===== config.mk =====
export PLATFORM = sky130hd
export DESIGN_NAME = seq_arith_unit_flat
export DESIGN_NICKNAME = d
export VERILOG_FILES = /design/src/rtl/arith_pkg.sv /design/src/rtl/seq_arith_unit_if.sv /design/src/rtl/shift_add_mul.sv /design/src/rtl/seq_arith_unit.sv /design/src/flat_wrapper.sv
export SDC_FILE = /design/constraint.sdc
export NUM_CORES = 1
export LEC_CHECK = 0
export ABC_AREA = 1
export ABC_CLOCK_PERIOD_IN_PS = 2900
export BUFFER_PORTS_ARGS = -buffer_cell sky130_fd_sc_hd__buf_2
export CAP_MARGIN = 30
export CORE_ASPECT_RATIO = 1.2
export CORE_UTILIZATION = 65
export CTS_CLUSTER_DIAMETER = 80
export CTS_CLUSTER_SIZE = 20
export DETAILED_ROUTE_END_ITERATION = 10
export GPL_TIMING_DRIVEN = 0
export PLACE_DENSITY = 0.86
export SETUP_SLACK_MARGIN = 0.4
export SYNTH_ARGS = -nofsm -noshare
export SYNTH_HDL_FRONTEND = slang
export SYNTH_SLANG_ARGS = --single-unit

===== constraint.sdc =====
create_clock -name clk -period 2.9 [get_ports clk]
set_input_delay 0.58 -clock clk [delete_from_list [all_inputs] [get_ports clk]]
set_output_delay 0.58 -clock clk [all_outputs]
set_load 0.01 [all_outputs]

===== src/rtl/arith_pkg.sv =====
// ============================================================================
// Module   : arith_pkg
// Purpose  : Opcode and FSM state encodings shared by the sequential arithmetic unit.
// Revision : 1.0 - initial release
// ============================================================================
`default_nettype none

package arith_pkg;

    localparam logic [1:0] OP_ADD = 2'b00;
    localparam logic [1:0] OP_SUB = 2'b01;
    localparam logic [1:0] OP_MUL = 2'b10;
    localparam logic [1:0] OP_RSV = 2'b11;

    typedef enum logic [1:0] {
        ST_IDLE = 2'b00,
        ST_CALC = 2'b01,
        ST_DONE = 2'b10
    } state_e;

endpackage : arith_pkg

`default_nettype wire


===== src/rtl/seq_arith_unit_if.sv =====
// ============================================================================
// Module   : seq_arith_unit_if
// Purpose  : Operand/result valid-ready bus between source, unit and sink.
// Revision : 1.0 - initial release
// ============================================================================
`default_nettype none

interface seq_arith_unit_if #(
    parameter int WIDTH = 8
);
    logic                   in_valid;
    logic                   in_ready;
    logic [1:0]             op;
    logic [WIDTH-1:0]       a;
    logic [WIDTH-1:0]       b;
    logic                   out_valid;
    logic                   out_ready;
    logic [2*WIDTH-1:0]     result;
    logic                   ovf;

    modport master (
        output in_valid, op, a, b, out_ready,
        input  in_ready, out_valid, result, ovf
    );

    modport slave (
        input  in_valid, op, a, b, out_ready,
        output in_ready, out_valid, result, ovf
    );
endinterface : seq_arith_unit_if

`default_nettype wire


===== src/rtl/shift_add_mul.sv =====
// ============================================================================
// Module   : shift_add_mul
// Purpose  : Iterative unsigned shift-add multiplier, one multiplier bit per cycle.
// Revision : 1.0 - initial release
// ============================================================================
`default_nettype none

module shift_add_mul #(
    parameter int WIDTH = 8
) (
    input  wire logic                 clk,
    input  wire logic                 rst_n,
    input  wire logic                 i_start,
    input  wire logic [WIDTH-1:0]     i_multiplicand,
    input  wire logic [WIDTH-1:0]     i_multiplier,
    output logic                      o_last,
    output logic [2*WIDTH-1:0]        o_product_nxt
);

    localparam int              c_CW   = $clog2(WIDTH + 1);
    localparam logic [c_CW-1:0] c_LAST = c_CW'(WIDTH - 1);
    localparam logic [c_CW-1:0] c_ONE  = c_CW'(1);

    logic [2*WIDTH-1:0] acc_q,    acc_d;
    logic [2*WIDTH-1:0] mcand_q,  mcand_d;
    logic [WIDTH-1:0]   mplier_q, mplier_d;
    logic [c_CW-1:0]    cnt_q,    cnt_d;
    logic               busy_q,   busy_d;

    always_comb begin
        acc_d    = acc_q;
        mcand_d  = mcand_q;
        mplier_d = mplier_q;
        cnt_d    = cnt_q;
        busy_d   = busy_q;
        if (i_start) begin
            acc_d    = '0;
            mcand_d  = {{WIDTH{1'b0}}, i_multiplicand};
            mplier_d = i_multiplier;
            cnt_d    = '0;
            busy_d   = 1'b1;
        end else if (busy_q) begin
            // LSB-first: add the shifted multiplicand when the current bit is set
            if (mplier_q[0]) begin
                acc_d = acc_q + mcand_q;
            end
            mcand_d  = mcand_q << 1;
            mplier_d = mplier_q >> 1;
            cnt_d    = cnt_q + c_ONE;
            busy_d   = (cnt_q != c_LAST);
        end
    end

    // The final product is handed over combinationally so the caller can
    // register it on the same edge that retires the last iteration.
    assign o_last        = busy_q && (cnt_q == c_LAST);
    assign o_product_nxt = acc_d;

    always_ff @(posedge clk or negedge rst_n) begin
        if (!rst_n) begin
            acc_q    <= '0;
            mcand_q  <= '0;
            mplier_q <= '0;
            cnt_q    <= '0;
            busy_q   <= 1'b0;
        end else begin
            acc_q    <= acc_d;
            mcand_q  <= mcand_d;
            mplier_q <= mplier_d;
            cnt_q    <= cnt_d;
            busy_q   <= busy_d;
        end
    end

endmodule : shift_add_mul

`default_nettype wire


===== src/rtl/seq_arith_unit.sv =====
// ============================================================================
// Module   : seq_arith_unit
// Purpose  : Handshaked ADD/SUB (single cycle) and iterative MUL unit with held result.
//            Optional macro ARITH_SAT_EN saturates ADD/SUB instead of wrapping.
// Revision : 1.0 - initial release
// ============================================================================
`default_nettype none

module seq_arith_unit
    import arith_pkg::*;
#(
    parameter int WIDTH = 8
) (
    input  wire logic        clk,
    input  wire logic        rst_n,
    seq_arith_unit_if.slave  bus
);

    state_e               state_q,     state_d;
    logic                 in_ready_q,  in_ready_d;
    logic                 out_valid_q, out_valid_d;
    logic [2*WIDTH-1:0]   result_q,    result_d;
    logic                 ovf_q,       ovf_d;

    logic                 w_accept;
    logic [WIDTH:0]       w_sum;
    logic [WIDTH:0]       w_diff;
    logic                 w_carry;
    logic                 w_borrow;
    logic [WIDTH-1:0]     w_add_lo;
    logic [WIDTH-1:0]     w_sub_lo;
    logic                 w_mul_start;
    logic                 w_mul_last;
    logic [2*WIDTH-1:0]   w_mul_product;

    assign w_accept = bus.in_valid && in_ready_q;
    assign w_sum    = {1'b0, bus.a} + {1'b0, bus.b};
    assign w_diff   = {1'b0, bus.a} - {1'b0, bus.b};
    assign w_carry  = w_sum[WIDTH];
    assign w_borrow = w_diff[WIDTH];

`ifdef ARITH_SAT_EN
    assign w_add_lo = w_carry  ? {WIDTH{1'b1}} : w_sum[WIDTH-1:0];
    assign w_sub_lo = w_borrow ? {WIDTH{1'b0}} : w_diff[WIDTH-1:0];
`else
    assign w_add_lo = w_sum[WIDTH-1:0];
    assign w_sub_lo = w_diff[WIDTH-1:0];
`endif

    // Operands are captured on accept: ADD/SUB straight into the result
    // register, MUL into the multiplier's own working registers.
    shift_add_mul #(
        .WIDTH (WIDTH)
    ) u_mul (
        .clk            (clk),
        .rst_n          (rst_n),
        .i_start        (w_mul_start),
        .i_multiplicand (bus.a),
        .i_multiplier   (bus.b),
        .o_last         (w_mul_last),
        .o_product_nxt  (w_mul_product)
    );

    always_comb begin
        state_d     = state_q;
        out_valid_d = out_valid_q;
        result_d    = result_q;
        ovf_d       = ovf_q;
        w_mul_start = 1'b0;
        case (state_q)
            ST_IDLE: begin
                if (w_accept) begin
                    case (bus.op)
                        OP_ADD: begin
                            result_d = {{WIDTH{1'b0}}, w_add_lo};
                            ovf_d    = w_carry;
                        end
                        OP_SUB: begin
                            result_d = {{WIDTH{1'b0}}, w_sub_lo};
                            ovf_d    = w_borrow;
                        end
                        OP_MUL: begin
                            w_mul_start = 1'b1;
                            ovf_d       = 1'b0;
                        end
                        OP_RSV: begin
                            result_d = '0;
                            ovf_d    = 1'b0;
                        end
                    endcase
                    if (bus.op == OP_MUL) begin
                        state_d = ST_CALC;
                    end else begin
                        state_d     = ST_DONE;
                        out_valid_d = 1'b1;
                    end
                end
            end
            ST_CALC: begin
                if (w_mul_last) begin
                    result_d    = w_mul_product;
                    state_d     = ST_DONE;
                    out_valid_d = 1'b1;
                end
            end
            ST_DONE: begin
                if (bus.out_ready) begin
                    state_d     = ST_IDLE;
                    out_valid_d = 1'b0;
                end
            end
            default: begin
                state_d     = ST_IDLE;
                out_valid_d = 1'b0;
            end
        endcase
        in_ready_d = (state_d == ST_IDLE);
    end

    always_ff @(posedge clk or negedge rst_n) begin
        if (!rst_n) begin
            state_q     <= ST_IDLE;
            in_ready_q  <= 1'b1;
            out_valid_q <= 1'b0;
            result_q    <= '0;
            ovf_q       <= 1'b0;
        end else begin
            state_q     <= state_d;
            in_ready_q  <= in_ready_d;
            out_valid_q <= out_valid_d;
            result_q    <= result_d;
            ovf_q       <= ovf_d;
        end
    end

    assign bus.in_ready  = in_ready_q;
    assign bus.out_valid = out_valid_q;
    assign bus.result    = result_q;
    assign bus.ovf       = ovf_q;

endmodule : seq_arith_unit

`default_nettype wire


===== src/flat_wrapper.sv =====
// flat-port wrapper written by rule: the top's interface ports become plain ports
module seq_arith_unit_flat import arith_pkg::*;
#(
    parameter int WIDTH = 8
)
  (clk, rst_n, bus_in_valid, bus_op, bus_a, bus_b, bus_out_ready, bus_in_ready, bus_out_valid, bus_result, bus_ovf);
  seq_arith_unit_if #(.WIDTH(WIDTH)) bus_i ();
  input  wire logic clk;
  input  wire logic rst_n;
  input wire logic [$bits(bus_i.in_valid)-1:0] bus_in_valid;
  input wire logic [$bits(bus_i.op)-1:0] bus_op;
  input wire logic [$bits(bus_i.a)-1:0] bus_a;
  input wire logic [$bits(bus_i.b)-1:0] bus_b;
  input wire logic [$bits(bus_i.out_ready)-1:0] bus_out_ready;
  output wire logic [$bits(bus_i.in_ready)-1:0] bus_in_ready;
  output wire logic [$bits(bus_i.out_valid)-1:0] bus_out_valid;
  output wire logic [$bits(bus_i.result)-1:0] bus_result;
  output wire logic [$bits(bus_i.ovf)-1:0] bus_ovf;
  assign bus_i.in_valid = bus_in_valid;
  assign bus_i.op = bus_op;
  assign bus_i.a = bus_a;
  assign bus_i.b = bus_b;
  assign bus_i.out_ready = bus_out_ready;
  assign bus_in_ready = bus_i.in_ready;
  assign bus_out_valid = bus_i.out_valid;
  assign bus_result = bus_i.result;
  assign bus_ovf = bus_i.ovf;
  seq_arith_unit #(.WIDTH(WIDTH)) u_core (.clk(clk), .rst_n(rst_n), .bus(bus_i));
endmodule

==> summary by stage, run 1 <==
Timing
The clock period could shrink to between 2 and 2.5 ns. The final-report hold violation count is 0. The number of max-slew violations in the final report came to 0.

The post-route worst setup slack is 0.892 ns. Static timing analysis puts the maximum clock frequency at roughly 500 MHz. Summed over all failing endpoints, the final setup total negative slack is 0 ns.

The final setup skew is 0.00906 ns. Setup repair after global routing left no endpoint under its margin. Setup violations remaining at the end of the flow were counted as 0. For the pin with the worst max-slew slack, the measured transition is between 0.8 and 0.9 ns. The worst relative slew slack is 0.441. Of the available clock period, the critical path in the final layout requires 0.692.

Setup path
The worst register-to-register path ends at u_core.bus.result[4]$_DFFE_PN0P_. In this run the critical register-to-register path is launched from u_core.u_mul.mcand_q[0]$_DFFE_PN0P_. The worst setup path is of the flip-flop to flip-flop kind.

The biggest fanout along the worst timing path is 3. In this run the register-to-register setup slack is between 0.8 and 0.9 ns. Measured in cells, the most critical reg-to-reg path has a length of 12. The critical path starts at u_core.u_mul.mcand_q[0]$_DFFE_PN0P_.

STA classifies the critical path endpoint as a flip-flop. The signal arrival time at the worst endpoint is 2.25 ns. The required time reported for the critical path endpoint is 3.14 ns.

The critical path launch point type is a flip-flop.

Clock tree
In this run the number of H-tree levels came out at 3. The cell at the root of the clock tree is sky130_fd_sc_hd__clkbuf_8. No sink is reached through more buffers than the 2 on the longest clock path. TritonCTS built the clock tree.

After clock tree synthesis, the clock-pin slew on the worst setup and hold paths is approximately 0.080 ns. Gates resized during post-CTS repair numbered 0. The number of buffers created by CTS is 9.

The total setup buffers inserted after CTS is 0. The clock reaches the later pin of the worst-skew pair after 0.35 ns. The tree built by TritonCTS fans out to 66 sinks. The number of hold buffers added after CTS was 0.

Power
Internal power comes to 2.84 mW. The post-route total power is about 5.3 mW. The share of total power dissipated in combinational logic is 0.530. For this design the ratio of total power to cell area is approximately 1000 nW/um^2.

VDD sags by at most about 0.54 mV. The switching power of the nets is ~2.5 mW. Of the total power, the share spent switching nets is 0.468. For this design the static power due to leakage is about 3.1 nW. Of the total power, registers draw 0.304. The clock network fraction of total power is 0.167.

Logic synthesis
Counting flops and latches in the post-synthesis netlist gives 66. The warning count from the yosys run is 0. The post-synth design cell area is about 4800 sq um. The synthesized netlist contains between 40 and 50 unique library cells. The area fraction of the dominant cell type after synthesis is 0.341. The library cell occupying the most area in the post-synthesis netlist is sky130_fd_sc_hd__dfrtp_1. Sorting the synthesized cells by area gives the leading types as sky130_fd_sc_hd__dfrtp_1, sky130_fd_sc_hd__nand2_1, sky130_fd_sc_hd__inv_1. The post-synthesis net count is around 740. The average size of a mapped cell is 6.99 sq um.

The gate count after technology mapping is between 600 and 700. Of the synthesized area, sequential elements account for 0.347.

Job
Max-cap violations in this run came to 0.

Finish
Once layout is complete, the cells apart from fillers number 825. The library cell used most frequently in the layout, excluding fill and tap cells, is sky130_fd_sc_hd__nand2_1. The share of cells above drive strength 1 is 0.126. The area growth from synthesis to layout is 11.3%.

The net count of the finished layout is 790. Once layout is done, the placed cells without fillers occupy about 5300 sq um. In the layout the commonest cells are sky130_fd_sc_hd__nand2_1, sky130_fd_sc_hd__inv_1, sky130_fd_sc_hd__nand3_1. The number of antenna cells inserted is 0.

Placed design
Port buffering added 40 buffers. Once detailed placement completed, the half-perimeter wirelength came to 9550 um. The placed cell count is ~800. At the end of routability-driven placement, the weighted congestion stood at 0.895.

The worst-case setup slack after placement is 0.682 ns. The instance area at placement is between 5000 and 6000 sq um.

Run status
The flow ran to the end, and the final reports show no timing, DRC or antenna violations.

Detailed routing
The remaining antenna violation count is 0. The first TritonRoute pass finished after 7 iterations. The vias per cell is around 5.6.

For this run, design rule violations remaining after detail routing come to 0. The number of DRC markers in iteration 0 is 242. After detailed routing, the total wire length is roughly 12,000 um. The wire length per cell is about 15 um.

The vias after detailed routing is around 4,600.

Floorplanning
Pin placement for this block handled 41 I/O pins. From bottom edge to top edge, the die measures roughly 96 um. The total core area is ~7000 sq um.

The die covers 7680 sq um. The initial core utilization is 0.683. The width of the chip is between 80 and 90 um. The count of standard-cell rows is 33.

Global route
The number of global-route vias before repair came to about 4,600. The global-route total usage across every layer is 0.352. The maximum number of pins on one net before global-route repair is 67.

The total grt overflow is 0. The wire length of the first global-routing pass is slightly above 20,000 um. The initial antenna violation count is 0.

Hold path
The path class of the tightest hold or removal check is primary input to async pin.
-- metrics by stage --
step,hold WS [ns],utilization
2_1_floorplan,0.284,-
3_3_place_gp,0.459,0.728
3_5_place_dp,0.462,0.728
4_1_cts,0.366,0.760
5_1_grt,0.391,0.760
6_report,0.319,0.760
-- registers in the layout, summed over array words and instances (netlist names) --
register	count
u_core.bus.result	16
u_core.u_mul.acc_q	16
u_core.u_mul.mcand_q	16
u_core.u_mul.mplier_q	8
u_core.u_mul.cnt_q	4
u_core.state_q	2
u_core.bus.in_ready	1
u_core.bus.out_valid	1
u_core.bus.ovf	1
u_core.u_mul.busy_q	1
-- kinds of logic after synthesis --
logic type / after synthesis / synth area share
simple gates: 335 / 0.307
buf+inv: 152 / 0.131
compound gates: 89 / 0.110
flops: 66 / 0.347
fa+ha+maj: 35 / 0.0966
xor+xnor: 5 / 0.00919
-- cells in the mapped netlist (all sizes together) --
library cell,count
nand3,80
o211ai,4
clkinv,3
o221ai,2
dfstp,1
a21oi,29
xor2,3
nand2,209
a41oi,1
o311ai,3
a31oi,4
fa,3
nor3b,1
a21boi,9
o31ai,1
ha,32
buf,16
inv,130
and2,2
nand3b,1
o21bai,1
o21ai,34
nor2,30
a21o,1
clkbuf,3
xnor2,2
nand4,6
nor3,5
dfrtp,65
or2,1
-- worst max path at each step --
stage / to / slack, ns / cells past startpoint
after global placement: u_core.bus.result[7]$_DFFE_PN0P_ / 0.72 / 13
after CTS: u_core.bus.result[4]$_DFFE_PN0P_ / 0.91 / 12
after floorplan: u_core.bus.result[6]$_DFFE_PN0P_ / 1.10 / 11
after global routing: u_core.bus.result[6]$_DFFE_PN0P_ / 0.75 / 13
after detailed placement: u_core.bus.result[7]$_DFFE_PN0P_ / 0.68 / 13
final: u_core.bus.result[4]$_DFFE_PN0P_ / 0.89 / 12
-- per-layer routing --
layer,share of wire,vias up,track usage
li1,-,2255,-
met1,0.39,2135,0.359
met2,0.50,148,0.633
met3,0.040,57,0.0664
met4,0.070,0,0.269
met5,0,-,0
-- power groups by stage --
stage	registers (mW)	clock network [mW]	logic, mW
final	1.62	0.890	2.83
after global routing	1.65	0.940	3.23
after CTS	1.61	0.898	2.80
after detailed placement	1.63	0	2.78
after global placement	1.61	0	2.67
after floorplan	1.56	0	2.08
-- cell type report --
type                            count  area, sq um
Buffer                             19          115
Clock buffer                       10          138
Clock inverter                      6         88.8
Fill cell                         551         1670
Inverter                          133          509
Multi-Input combinational cell    464         2490
Sequential cell                    66         1650
Tap cell                           87          109
Timing Repair Buffer               40          203
-- critical path, cell delays in order (launching register included) --
cell                      delay [ns]
sky130_fd_sc_hd__dfrtp_1        0.40
sky130_fd_sc_hd__ha_1           0.21
sky130_fd_sc_hd__inv_1          0.06
sky130_fd_sc_hd__fa_1           0.40
sky130_fd_sc_hd__inv_1          0.09
sky130_fd_sc_hd__nand3_1        0.06
sky130_fd_sc_hd__nand3_1        0.14
sky130_fd_sc_hd__xnor2_1        0.13
sky130_fd_sc_hd__nand2_1        0.07
sky130_fd_sc_hd__nand2_1        0.11
sky130_fd_sc_hd__nand2_1        0.07
sky130_fd_sc_hd__nand3_1        0.10
sky130_fd_sc_hd__nand2_1        0.06
Power figures use the tool's default switching activity.
==> run 2, diff against run 1 <==
--- a/config.mk
+++ b/config.mk
@@ -5,17 +5,17 @@
 export SDC_FILE = /design/constraint.sdc
 export NUM_CORES = 1
 export LEC_CHECK = 0
-export ABC_AREA = 1
-export ABC_CLOCK_PERIOD_IN_PS = 2900
+export ABC_AREA = 0
+export ABC_CLOCK_PERIOD_IN_PS = 1710
 export BUFFER_PORTS_ARGS = -buffer_cell sky130_fd_sc_hd__buf_2
 export CAP_MARGIN = 30
 export CORE_ASPECT_RATIO = 1.2
-export CORE_UTILIZATION = 65
+export CORE_UTILIZATION = 54
 export CTS_CLUSTER_DIAMETER = 80
 export CTS_CLUSTER_SIZE = 20
 export DETAILED_ROUTE_END_ITERATION = 10
 export GPL_TIMING_DRIVEN = 0
-export PLACE_DENSITY = 0.86
+export PLACE_DENSITY = 0.77
 export SETUP_SLACK_MARGIN = 0.4
 export SYNTH_ARGS = -nofsm -noshare
 export SYNTH_HDL_FRONTEND = slang
==> constraint.sdc (replaced) <==
create_clock -name clk -period 1.71 [get_ports clk]
set_input_delay 0.342 -clock clk [delete_from_list [all_inputs] [get_ports clk]]
set_output_delay 0.342 -clock clk [all_outputs]
set_load 0.01 [all_outputs]
==> summary by stage, run 2 <==
Logic synthesis
After synthesis, the most frequently instantiated cells are sky130_fd_sc_hd__dfrtp_1, sky130_fd_sc_hd__nand2_1, sky130_fd_sc_hd__nor2_1. In the synthesized netlist the dominant register cell turns out to be sky130_fd_sc_hd__dfrtp_1. The area fraction of the dominant cell type after synthesis is 0.373. The post-synth design cell area is ~4400 sq um. Counting every net in the synthesized netlist gives 547. After synthesis, the cell types taking the most area are sky130_fd_sc_hd__dfrtp_1, sky130_fd_sc_hd__ha_1, sky130_fd_sc_hd__mux2i_1.

For this run, the register share of the synthesized area comes to 0.379. The warning count from the yosys run is 0. Of all cell types, the one taking the most synthesized area is sky130_fd_sc_hd__dfrtp_1. The flop and latch count out of synthesis is 66.

In the synthesized netlist the async set-or-reset flop fraction comes to 1.00. The average size of a mapped cell is between 8 and 9 sq um. The most used standard cell by instance count after synthesis is sky130_fd_sc_hd__dfrtp_1. In this run, synthesis inferred 0 flip-flops with an integrated enable.

The gate count after technology mapping is just under 500. Synthesis instantiated 62 different standard cells from the library.

Floorplanning
The count of standard-cell rows is 35. The die area is roughly 8400 sq um. a little over 40 I/O pins were placed. The width of the chip is 84.1 um. The initial core utilization is 0.563. The y dimension of the die is ~100 um.

The total core area is 7750 sq um.

Power
The power density over the cells is roughly 1500 nW/um^2. The analysis attributes to cell leakage a power of ~2.9 nW. The post-route total power is 9.48 mW. IR analysis of the VDD net gives a maximum drop of 0.894 mV.

Global route
The global-route total usage across every layer is 0.316. The total grt overflow is 0. The number of global-route vias before repair is 4,227. The first global-routing pass estimated 20,500 um of wire.

The maximum number of pins on one net before global-route repair is 67. The initial antenna violation count is 0.

Clock tree
The buffer levels on the longest clock path is 2. The clock tree from TritonCTS is yes. The clock tree synthesis step divided the H-tree into 3 levels. The cell at the root of the clock tree is sky130_fd_sc_hd__clkbuf_8. The number of buffers created by CTS is 9.

After clock tree synthesis, the clock-pin slew on the worst setup and hold paths is roughly 0.08 ns. CTS saw 66 sinks. The number of buffers added to fix hold violations after cts is 0. The clock insertion delay at the later pin of the skew report is between 0.3 and 0.4 ns.

Timing
Derived from the worst setup path, the maximum achievable clock frequency is between 400 and 500 MHz. The worst relative slew slack is 0.430. Setup repair after global routing could not meet its margin everywhere.

The clock arrives with 0.0136 ns of skew. In the finished design, the share of the clock period the worst path needs comes to 1.37. The minimum clock period after layout is 2.33 ns. The post-route worst setup slack is -0.625 ns.

The final-report hold violation count is 0. The number of max-slew violations in the final report came to 0. For the pin with the worst max-slew slack, the measured transition is around 0.85 ns. The final-layout worst hold slack is between 0.09 and 0.1 ns. Setup violations remaining at the end of the flow were counted as 63.

Placed design
The placed cell count is roughly 620. The detailed placer's ending HPWL is approximately 8100 um. The congestion estimate from routability-driven global placement came to around 0.85. Port buffering added 39 buffers.

The worst-case setup slack after placement is -0.717 ns.

Setup path
The endpoint type of the worst setup path is a flip-flop. By startpoint and endpoint, the worst setup path is classified as flip-flop to flip-flop. In this run the critical register-to-register path is launched from u_core.u_mul.mcand_q[0]$_DFFE_PN0P_. For the worst setup path, the data required time is approximately 2.0 ns. The biggest fanout along the worst timing path is 2. STA puts the critical path data arrival time at 2.63 ns. The most critical setup path has its startpoint at u_core.u_mul.mcand_q[0]$_DFFE_PN0P_. STA classifies the critical path startpoint as a flip-flop.

Detailed routing
The wire length per cell is around 20 um. Summing over every cut layer, the via total after detailed routing is approximately 4,200. The final layout contains routed wiring with a total length of around 14,000 um.

The total iterations of the first detailed-routing run is 4. The detail route stage leaves a number of antenna-violating nets equal to 0. The number of DRC markers in iteration 0 is between 200 and 250. The vias per cell is between 6 and 7. In the routed design, unresolved DRC markers number 0.

Finish
At the end of the flow, the number of nets in the layout was around 650. For this run, the share of the core covered by cells in the final layout is 0.795. The commonest non-fill, non-tap cell in the layout is sky130_fd_sc_hd__dfrtp_1. The number of antenna cells inserted is 0. Excluding fillers, the count of instances in the completed layout stands at roughly 690. The share of cells above drive strength 1 is 0.402. In the layout the commonest cells are sky130_fd_sc_hd__dfrtp_1, sky130_fd_sc_hd__buf_2, sky130_fd_sc_hd__nor2_1. The layout overhead on the synthesized area is 41.2%. The number of fill cells in the layout is between 400 and 500.

Run status
The final reports fail on setup timing. The flow ran to the end, but the final reports show violations.

Job
The max-cap violation count is 0.

Hold path
The worst min-delay path category is primary input to async pin.
run 2: cell count changes in the layout (fill, tap and decap cells not counted), sizes merged, moves of 9 or more:
| cell | before | now |
|---|---|---|
| nand2 | 209 | 56 |
| inv | 131 | 23 |
| nand3 | 80 | 7 |
| buf | 56 | 99 |
| mux2i | 0 | 28 |
| nor2 | 30 | 53 |
| clkbuf | 13 | 29 |
| o21ai | 34 | 45 |
| a211oi | 0 | 9 |
run 2: repair_timing:
item                                    CTS  global route
endpoints found under the setup margin   67            67
gates resized for setup                  84            50
setup buffers                            27            19
gates cloned                              6             0
pin swaps                                33            22
run 2: final timing paths:
check | slack [ns] | cells after the start | end
worst min register to register | 0.49 | 2 | u_core.bus.result[9]$_DFFE_PN0P_
min in group clk | 0.21 | 2 | u_core.state_q[1]$_DFF_PN0_
worst min-delay path | 0.1 | 1 | u_core.u_mul.mcand_q[15]$_DFFE_PN0P_
worst max register to register | -0.62 | 12 | u_core.bus.result[6]$_DFFE_PN0P_
worst max-delay path | -0.62 | 12 | u_core.bus.result[6]$_DFFE_PN0P_
max in group asynchronous | 1.05 | 1 | u_core.bus.result[3]$_DFFE_PN0P_
run 2: stage by stage:
| step | cell area [sq um] | setup TNS, ns |
|---|---|---|
| 4_1_cts | 5840 | -12.83 |
| 2_1_floorplan | 4640 | -4.71 |
| 5_1_grt | 6170 | -20.72 |
| 6_report | 6170 | -17.67 |
| 3_3_place_gp | 4950 | -14.17 |
| 3_5_place_dp | 4950 | -15.98 |
run 2: cell families (layout without fill, tap and decap cells):
| family | count (synthesis) | count (layout) | share of synthesized area |
|---|---|---|---|
| adders and majority gates | 35 | 35 | 0.105 |
| AOI/OAI and AO/OA | 128 | 128 | 0.189 |
| and+or+nand+nor | 166 | 166 | 0.175 |
| xor gates and xnor gates | 20 | 20 | 0.0401 |
| DFF | 66 | 66 | 0.379 |
| muxes | 29 | 29 | 0.0668 |
| buffers and inverters | 46 | 153 | 0.0444 |
run 2: layer usage:
layer,global-route usage,vias up,part of all wire,wire length [um]
li1,-,1930,-,-
met1,0.358,2063,0.40,5500
met2,0.578,148,0.51,7130
met3,0.0541,39,0.053,730
met4,0.155,0,0.035,483
met5,0,-,0,0
run 2: layout make-up:
type | count | area (sq um) | area share
plain buffers | 23 | 236 | 0.0384
clock buffers | 14 | 173 | 0.0280
clock inverters | 2 | 35.0 | 0.00568
inverters | 23 | 88.8 | 0.0144
multi-input cells | 378 | 3100 | 0.503
flip-flops and latches | 66 | 1650 | 0.268
well taps | 92 | 115 | 0.0187
repair buffers | 91 | 763 | 0.124
run 2: worst max-delay path, stage by stage (launching register included):
cell and delay (ns):
sky130_fd_sc_hd__dfrtp_1 0.38, sky130_fd_sc_hd__ha_2 0.20, sky130_fd_sc_hd__inv_2 0.04, sky130_fd_sc_hd__fa_2 0.37, sky130_fd_sc_hd__nor2b_4 0.16, sky130_fd_sc_hd__o2111ai_4 0.15, sky130_fd_sc_hd__buf_4 0.18, sky130_fd_sc_hd__buf_6 0.11
sky130_fd_sc_hd__nand2_4 0.07, sky130_fd_sc_hd__xor2_2 0.13, sky130_fd_sc_hd__mux2i_2 0.11, sky130_fd_sc_hd__a211oi_2 0.23, sky130_fd_sc_hd__o21a_1 0.14
run 2: where the power goes:
part	internal (mW)	switching (mW)
registers	2.15	0.495
clock network	0.793	0.629
logic	2.52	2.89
total	5.47	4.02
==> run 3, diff against run 2 <==
--- a/config.mk
+++ b/config.mk
@@ -16,7 +16,9 @@
 export DETAILED_ROUTE_END_ITERATION = 10
 export GPL_TIMING_DRIVEN = 0
 export PLACE_DENSITY = 0.77
+export RECOVER_POWER = 50
 export SETUP_SLACK_MARGIN = 0.4
+export SLEW_MARGIN = 40
 export SYNTH_ARGS = -nofsm -noshare
 export SYNTH_HDL_FRONTEND = slang
 export SYNTH_SLANG_ARGS = --single-unit
==> summary by stage, run 3 (synthesis results as in run 2) <==
Run status
The run finished, with violations left. The final reports fail on setup timing.

Placed design
The worst-case setup slack after placement is -0.725 ns. The instance area at placement is around 5000 sq um. Counting tap cells, the placed design contains a total of just over 600 instances.

Port buffering added 39 buffers. The detailed placer's ending HPWL is just over 8000 um. Routability-driven placement finished with a final weighted congestion of approximately 0.85.

Timing
The number of max-slew violations in the final report is 0. For the pin with the worst max-slew slack, the measured transition is ~0.77 ns. The minimum clock period after layout is around 2.4 ns. The total negative slack for setup checks is -15.13 ns. Dividing the final minimum period by the clock period gives 1.39.

Timing would allow up to approximately 420 MHz. The worst relative slew slack is 0.490. Setup violations remaining at the end of the flow were counted as 62. The final-report hold violation count was 0. The final setup skew is 0.00713 ns. The final-layout worst hold slack is 0.212 ns.

Setup repair after global routing could not meet its margin everywhere. The post-route worst setup slack is -0.660 ns.

Detailed routing
Once detail routing completed, the nets flagged for antenna violations numbered 0. The vias per cell is 6.15. In the final routed layout, each cell accounts on average for approximately 20 um.

The routed design has between 10,000 and 15,000 um of wire. The pre-antenna-repair detailed-routing pass consisted of 5 iterations. The detailed router placed 4,230 vias in this run. The number of DRC markers in iteration 0 is between 200 and 300. In the routed design, unresolved DRC markers number 0.

Global route
The number of global-route vias before repair is 4,311. In the global route stage, overall resource usage came out at 0.324. After global routing the overflow that remains totals 0.

Entering global routing, the biggest net connects 36 pins. The first global-routing pass estimated ~21,000 um of wire. The initial antenna violation count is 0.

Hold path
Counting instances, the worst hold path has a depth of 2. The path with the worst hold slack has its endpoint at u_core.state_q[1]$_DFF_PN0_. The worst min-delay path category is primary input to flip-flop. The origin of the worst min-delay path is bus_out_ready.

Floorplanning
The die is about 84 um wide. The floorplan step defined a die boundary enclosing 8450 sq um. The y dimension of the die is 100 um. The initial utilization of the core area, before any placement, comes to 0.563. After floorplanning, the core was divided into 35 placement rows.

The floorplan step defined a core boundary enclosing between 7000 and 8000 sq um. The I/O pin count is between 40 and 50.

Setup path
The end of the worst register-to-register path is u_core.u_mul.acc_q[6]$_DFF_PN0_. By startpoint and endpoint, the worst setup path is classified as flip-flop to flip-flop. The endpoint type of the worst setup path is a flip-flop. The number of cells on the worst reg-to-reg path is 13. Data on the critical path arrives at its endpoint at about 2.6 ns. In this run the worst path has a maximum fanout of 2. For flop-to-flop paths, the worst setup slack is -0.66 ns. Data on the critical path is required at its endpoint by ~2 ns.

The critical path launch point type is a flip-flop. The worst register-to-register path begins at u_core.u_mul.mcand_q[0]$_DFFE_PN0P_.

Finish
In the layout the commonest cells are sky130_fd_sc_hd__dfrtp_1, sky130_fd_sc_hd__nor2_1, sky130_fd_sc_hd__nand2_1. The number of antenna cells inserted is 0. After routing the design area is ~6300 sq um. The commonest non-fill, non-tap cell in the layout is sky130_fd_sc_hd__dfrtp_1. The utilization of the core after routing is 0.809. Excluding fillers, the count of instances in the completed layout stands at slightly below 700. The post-layout net count is 648. In the final layout, the share of cells above drive strength 1 is 0.409. Compared with the post-synthesis result, the final layout area differs by 43.7%.

Job
The max-cap violation count is 0.

Clock tree
Clock-pin slew was measured on the worst setup and hold paths at approximately 0.07 ns. TritonCTS built the clock tree. The number of buffers created by CTS is 9. For the worst-skew pair, the clock arrives at the later sink with an insertion delay of around 0.35 ns. The number of clock sinks seen by CTS is 66. The tree is rooted in a sky130_fd_sc_hd__clkbuf_8.

The clock passes through at most 2 buffers. The H-tree was split into 3 levels.

Power
The power density over the cells is ~1500 nW/um^2. The highest ir drop seen on vdd is between 0.8 and 0.9 mV. Summed over all cells, the static leakage comes to 2.89 nW.

The post-route total power is roughly 9.5 mW.
-- run 3: cell count changes in the layout (fill, tap and decap cells not counted), moves of 3 or more --
| cell | change |
|---|---|
| sky130_fd_sc_hd__clkbuf_2 | +4 |
| sky130_fd_sc_hd__nor2_2 | -3 |
| sky130_fd_sc_hd__clkbuf_1 | -3 |
| sky130_fd_sc_hd__nor2_4 | +3 |
| sky130_fd_sc_hd__buf_4 | -4 |
-- run 3: worst max path at each step --
stage / from / end / slack (ns) / depth (start not counted)
final: u_core.u_mul.mcand_q[0]$_DFFE_PN0P_ / u_core.u_mul.acc_q[6]$_DFF_PN0_ / -0.66 / 13
after global routing: u_core.u_mul.mcand_q[0]$_DFFE_PN0P_ / u_core.bus.result[6]$_DFFE_PN0P_ / -0.73 / 12
after CTS: u_core.u_mul.mcand_q[0]$_DFFE_PN0P_ / u_core.u_mul.acc_q[14]$_DFF_PN0_ / -0.56 / 10
after detailed placement: u_core.u_mul.mcand_q[0]$_DFFE_PN0P_ / u_core.u_mul.acc_q[14]$_DFF_PN0_ / -0.72 / 10
after global placement: u_core.u_mul.mcand_q[0]$_DFFE_PN0P_ / u_core.u_mul.acc_q[14]$_DFF_PN0_ / -0.64 / 10
after floorplan: u_core.u_mul.mcand_q[0]$_DFFE_PN0P_ / u_core.u_mul.acc_q[14]$_DFF_PN0_ / -0.44 / 10
-- run 3: what timing repair did --
action / 4_1_cts / 5_1_grt
resized for setup: 92 / 67
endpoints found under the setup margin: 67 / 67
pin swaps: 34 / 23
cloned: 6 / 0
buffers inserted: 28 / 15
hold endpoints to repair: 30 / 0
hold buffers: 1 / 0
-- run 3: area by class of cell --
type                       instances  area (sq um)
tap                               92           115
sequential                        66          1650
clock buffer                      15           186
multi-input combinational        378          3160
inverter                          23          88.8
buffer                            23           269
timing repair buffer              90           792
clock inverter                     1          7.51
fill                             435          1480
-- run 3: power by group --
part	switching (mW)	internal (mW)	total, mW
clock	0.627	0.688	1.32
sequential	0.481	2.15	2.63
combinational	2.96	2.63	5.59
-- run 3: worst max-delay path, cell delays in order, from the launching register on --
cell and delay [ns]:
sky130_fd_sc_hd__dfrtp_1 0.37, sky130_fd_sc_hd__ha_2 0.21, sky130_fd_sc_hd__inv_2 0.04, sky130_fd_sc_hd__fa_2 0.36, sky130_fd_sc_hd__nor2b_4 0.18, sky130_fd_sc_hd__o2111ai_4 0.15, sky130_fd_sc_hd__buf_4 0.17, sky130_fd_sc_hd__buf_6 0.11
sky130_fd_sc_hd__nand2_2 0.08, sky130_fd_sc_hd__xor2_2 0.07, sky130_fd_sc_hd__mux2i_2 0.24, sky130_fd_sc_hd__buf_4 0.16, sky130_fd_sc_hd__buf_4 0.10, sky130_fd_sc_hd__nor2_1 0.03
-- run 3: routing by layer --
metal,GRT usage,vias up,wire length [um]
met4,0.172,0,728
met1,0.361,2088,5400
met2,0.595,156,7270
met5,0,-,0
li1,-,1931,-
met3,0.0516,55,575
